## src/rtl/cpu_pkg.sv

```systemverilog
// Shared encodings for the multi-cycle CPU sequencer: state codes, opcode
// classes and the RV32 base opcodes the decoder recognises.
package cpu_pkg;

  typedef enum logic [2:0] {
    ST_FETCH  = 3'd0,
    ST_DECODE = 3'd1,
    ST_EXEC   = 3'd2,
    ST_MEM    = 3'd3,
    ST_WB     = 3'd4,
    ST_TRAP   = 3'd5
  } state_e;

  // Flat constants for the FSM register, which stays plain logic [2:0].
  localparam logic [2:0] S_FETCH  = ST_FETCH;
  localparam logic [2:0] S_DECODE = ST_DECODE;
  localparam logic [2:0] S_EXEC   = ST_EXEC;
  localparam logic [2:0] S_MEM    = ST_MEM;
  localparam logic [2:0] S_WB     = ST_WB;
  localparam logic [2:0] S_TRAP   = ST_TRAP;

  typedef enum logic [2:0] {
    CL_ALU    = 3'd0,
    CL_LOAD   = 3'd1,
    CL_STORE  = 3'd2,
    CL_BRANCH = 3'd3,
    CL_JUMP   = 3'd4,
    CL_UPPER  = 3'd5,
    CL_NONE   = 3'd7
  } opclass_e;

  localparam logic [6:0] OP_ALU    = 7'b0110011;
  localparam logic [6:0] OP_ALUI   = 7'b0010011;
  localparam logic [6:0] OP_LOAD   = 7'b0000011;
  localparam logic [6:0] OP_STORE  = 7'b0100011;
  localparam logic [6:0] OP_BRANCH = 7'b1100011;
  localparam logic [6:0] OP_JAL    = 7'b1101111;
  localparam logic [6:0] OP_JALR   = 7'b1100111;
  localparam logic [6:0] OP_LUI    = 7'b0110111;
  localparam logic [6:0] OP_AUIPC  = 7'b0010111;

endpackage

```

## src/rtl/cpu_opclass.sv

```systemverilog
// Combinational opcode classifier; anything outside the known set is illegal.
module cpu_opclass
  import cpu_pkg::*;
(
  input  logic [6:0] opcode,
  output opclass_e   cls,
  output logic       illegal
);

  always_comb begin
    cls = CL_NONE;
    case (opcode)
      OP_ALU, OP_ALUI:   cls = CL_ALU;
      OP_LOAD:           cls = CL_LOAD;
      OP_STORE:          cls = CL_STORE;
      OP_BRANCH:         cls = CL_BRANCH;
      OP_JAL, OP_JALR:   cls = CL_JUMP;
      OP_LUI, OP_AUIPC:  cls = CL_UPPER;
      default:           cls = CL_NONE;
    endcase
    illegal = (cls == CL_NONE);
  end

endmodule

```

## src/rtl/cpu_sequencer.sv

```systemverilog
// Multi-cycle CPU control FSM: FETCH/DECODE/EXEC/MEM/WB with a sticky TRAP.
// Define CPU_SEQ_PERF_CNT_EN to build the cycle/instret performance counters.
module cpu_sequencer
  import cpu_pkg::*;
(
  input  logic        clk,
  input  logic        rst_n,
  input  logic [6:0]  opcode,
  output logic        instr_req,
  input  logic        instr_ack,
  output logic        data_req,
  output logic        data_we,
  input  logic        data_ack,
  output logic        ir_en,
  output logic        pc_en,
  output logic        reg_we,
  output logic [2:0]  state_o,
  output logic        illegal,
  output logic [31:0] cycle_cnt,
  output logic [31:0] instret_cnt
);

  logic [2:0] state, nxt;
  opclass_e   dec_cls, cls_q;
  logic       dec_ill;

  cpu_opclass u_opclass (
    .opcode  (opcode),
    .cls     (dec_cls),
    .illegal (dec_ill)
  );

  always_ff @(posedge clk or negedge rst_n) begin
    if (!rst_n) begin
      state <= S_FETCH;
      cls_q <= CL_NONE;
    end else begin
      state <= nxt;
      if (state == S_DECODE) cls_q <= dec_cls;
    end
  end

  always_comb begin
    nxt = state;
    case (state)
      S_FETCH:  if (instr_ack) nxt = S_DECODE;
      S_DECODE: nxt = dec_ill ? S_TRAP : S_EXEC;
      S_EXEC: begin
        case (cls_q)
          CL_LOAD, CL_STORE: nxt = S_MEM;
          CL_BRANCH:         nxt = S_FETCH;
          default:           nxt = S_WB;
        endcase
      end
      S_MEM:    if (data_ack) nxt = (cls_q == CL_STORE) ? S_FETCH : S_WB;
      S_WB:     nxt = S_FETCH;
      default:  nxt = S_TRAP;
    endcase
  end

  // Reset forces FETCH asynchronously, so instr_req alone needs rst_n gating.
  assign instr_req = rst_n && (state == S_FETCH);
  assign ir_en     = instr_req && instr_ack;
  assign data_req  = (state == S_MEM);
  assign data_we   = data_req && (cls_q == CL_STORE);
  assign reg_we    = (state == S_WB);
  assign pc_en     = ((state == S_EXEC) && (cls_q == CL_BRANCH))
                   || (data_req && (cls_q == CL_STORE) && data_ack)
                   || (state == S_WB);
  assign illegal   = (state == S_TRAP);
  assign state_o   = state;

`ifdef CPU_SEQ_PERF_CNT_EN
  logic [31:0] cyc_q, ret_q;

  always_ff @(posedge clk or negedge rst_n) begin
    if (!rst_n) begin
      cyc_q <= '0;
      ret_q <= '0;
    end else if (state != S_TRAP) begin
      cyc_q <= cyc_q + 32'd1;
      if (pc_en) ret_q <= ret_q + 32'd1;
    end
  end

  assign cycle_cnt   = cyc_q;
  assign instret_cnt = ret_q;
`else
  assign cycle_cnt   = '0;
  assign instret_cnt = '0;
`endif

endmodule

```

## config.mk

```make
export PLATFORM = sky130hd
export DESIGN_NAME = cpu_sequencer
export DESIGN_NICKNAME = d
export VERILOG_FILES = /design/src/rtl/cpu_pkg.sv /design/src/rtl/cpu_opclass.sv /design/src/rtl/cpu_sequencer.sv
export SDC_FILE = /design/constraint.sdc
export NUM_CORES = 1
export LEC_CHECK = 0
export BUFFER_PORTS_ARGS = -buffer_cell sky130_fd_sc_hd__buf_2
export CAP_MARGIN = 20
export CORE_MARGIN = 4
export CORE_UTILIZATION = 38
export DETAILED_ROUTE_END_ITERATION = 8
export PLACE_DENSITY = 0.77
export SLEW_MARGIN = 40
export SYNTH_ARGS = -nofsm -noshare
export SYNTH_HDL_FRONTEND = slang
export SYNTH_SLANG_ARGS = --single-unit
```

## constraint.sdc

```tcl
create_clock -name clk -period 1.8 [get_ports clk]
set_clock_uncertainty 0.15 [all_clocks]
set_input_delay 0.27 -clock clk [delete_from_list [all_inputs] [get_ports clk]]
set_output_delay 0.27 -clock clk [all_outputs]
set_load 0.02 [all_outputs]
```

==> results by group <==
Run status
  • Status: complete, but fails checks
  • Failing checks: negative setup slack

Worst setup path
  • Reg2Reg Setup Slack: 150 ps
  • Critical path type: flop to primary output
  • CP max FO: 5
  • Crit Reg-Reg Startpoint: state_o[0]
  • Critical Path Source: state_o[1]
  • Reg2Reg Capture Point: state_o[0]
  • Worst-case reg-to-reg path depth: 5
  • Critical Path RT: 1380 ps
  • Worst setup path end: pc_en
  • Worst Setup Start Kind: flop
  • Worst setup EP type: primary output
  • Arrival @ worst endpoint: 1390 ps

STA
  • Tcrit/Tclk final: 101%
  • Fin Setup TNS: -9.16 ps
  • Final hold vios: 0
  • Pins Over Slew Limit: 0
  • RSZ-0062 raised after global routing: yes
  • Setup ws final: -9.16 ps
  • Max Freq: 0.553 GHz
  • Setup violators final: 1
  • WHS: about 200 ps
  • Min Tclk post-route: 1810 ps

Placed design
  • PortBufs: 20
  • Post-DP Area: around 890 µm²
  • RePlAce Congestion: 0.786
  • Pre-CTS setup slack: 180 ps
  • Post-detail-place hpwl: 1.38 mm
  • Placed insts: 173

Synthesis
  • Yosys reg bits: 6
  • Post-synthesis async set-or-reset flop share: 100%
  • Synth Instances: 125
  • Top FF cell, synth: dfstp_2
  • Syn. warnings: 0
  • EDFF count, synth: 0
  • Post-synthesis sequential area ratio: 15.4%
  • Syn Area/Cell: 8.01 µm²
  • Synthesized cell area: 1000 µm²
  • Post-synth cell types: 35

Clock network
  • Cts bufs inserted: 3
  • H-tree depth: 1
  • CTS tree: done
  • Clock-pin slew on the worst setup and hold paths: about 50 ps
  • Clock tree buffer depth: 2
  • Root Driver: clkbuf_4
  • Skew-Pair Late Insertion Delay: approximately 260 ps
  • Clk sink count: 6

Die
  • Ports: 85
  • Core area: 2500 µm²
  • Row count: 18
  • Die H: 59.3 µm
  • Die area: ~3500 µm²
  • Initial Util: 40.0%
  • Die W: between 50 and 60 µm

Global routing
  • Largest net degree at the start of global routing: 9
  • First-pass GRT wire length: 2.19 mm
  • Grt total ovfl: 0
  • GRT Total Usage: 8.15%
  • Initial antenna violation count: 0
  • Vias in the first global route: ~510

Drt
  • Routed via count: 724
  • Vias per inst: between 3 and 4
  • Drt first pass iters: 4
  • Drt wl/cell: 9.11 µm
  • DRT iter0 DRCs: 20
  • Routed Wire Length: 1.68 mm
  • ANT nets after route: 0
  • DRC viols: 0

Power and ir drop
  • Peak supply drop: between 0.0007 and 0.0008 V
  • P_leak: 0.000554 µW
  • Pwr dens: 1060 nW/µm²

Run
  • Max-cap violations: 0

Layout
  • N_diodes: 0
  • Final Cell Area: 998 µm²
  • Layout cells sized above 1: about 29%
  • Area Overhead vs Synth: -0.250%
  • Final-stage net count: roughly 170
  • Post-Layout Cell Count: 184

Min path
  • Hold Crit Class: primary input to flop
==> synthesized netlist by cell type (all sizes together), types with 2 or more instances <==
library cell	count	share of area, %
nor4	4	4.0
nor2b	3	1.9
nor2	7	2.6
nand2b	5	3.4
a21oi	2	1.0
buf	66	50
a32oi	2	1.8
nand3b	2	1.5
dfstp	3	7.9
dfrtp	3	7.5
and2	3	2.0
a211oi	3	2.2
nand2	2	0.75
o22a	2	1.8
nor3	3	1.5
==> power breakdown <==
group	internal [µW]	switching, µW	total, µW
clock network	84.7	59.8	144
registers	190	58.7	248
logic	252	410	662
==> sequential cells by signal, summed over array words and instances, names as in the netlist <==
signal	flops
state_o	3
cls_q	3
==> how the worst min path moves through the flow <==
stage | startpoint | end | slack (ps) | cells past startpoint
2_1_floorplan | rst_n | state_o[0] | -180 | 0
3_3_place_gp | rst_n | state_o[2] | -40 | 1
3_5_place_dp | rst_n | state_o[0] | -40 | 1
4_1_cts | opcode[1] | cls_q[1] | 200 | 3
5_1_grt | opcode[1] | cls_q[1] | 220 | 3
6_report | opcode[1] | cls_q[1] | 200 | 3
==> cell families after synthesis <==
logic type / Yosys count / synth area share [%]
simple gates: 34 / 21.1
xor+xnor: 1 / 0.875
buf+inv: 67 / 50.0
other cells: 1 / 0.375
flops: 6 / 15.4
compound gates: 16 / 12.3
==> cell usage in the layout, fill, tap and decap left out, drive strengths merged, types with 4 or more instances in the layout <==
| cell type | count |
|---|---|
| conb | 64 |
| buf | 27 |
| nor2 | 7 |
| nand2b | 5 |
| nor4 | 4 |
| clkbuf | 4 |
==> stage by stage <==
stage | power [µW] | utilization, %
final | 1050 | 39.9
after global routing | 1120 | 39.9
after CTS | 1020 | 38.9
after detailed placement | 823 | 35.4
after global placement | 819 | 35.4
after floorplan | 816 | -
==> timing repair <==
item,4_1_cts,5_1_grt
gates resized for setup,4,6
endpoints found under the hold margin,6,0
buffers inserted,6,0
pin swaps,0,1
hold buffers,1,0
setup endpoints to repair,1,4
==> layer usage <==
layer	up-vias	share of wire (%)	global-route usage [%]
met1	314	34	9.61
met3	6	14	0.654
met4	0	2.6	5.83
li1	351	-	-
met2	53	49	13.7
met5	-	0	0
==> worst max-delay path: stages (launching register included) <==
cell     delay, ps
dfrtp_2        430
nor2_1          80
and2_2         190
or2_2          300
buf_6          130
==> area by class of cell <==
cell class                 count  area, µm²
clock buffer                   4       26.3
fill                         266       1500
inverter                       1       3.75
multi-input combinational    115        606
sequential                     6        158
tap                           30       37.5
timing repair buffer          28        168
Note: power is estimated with default switching activity, not from simulation.
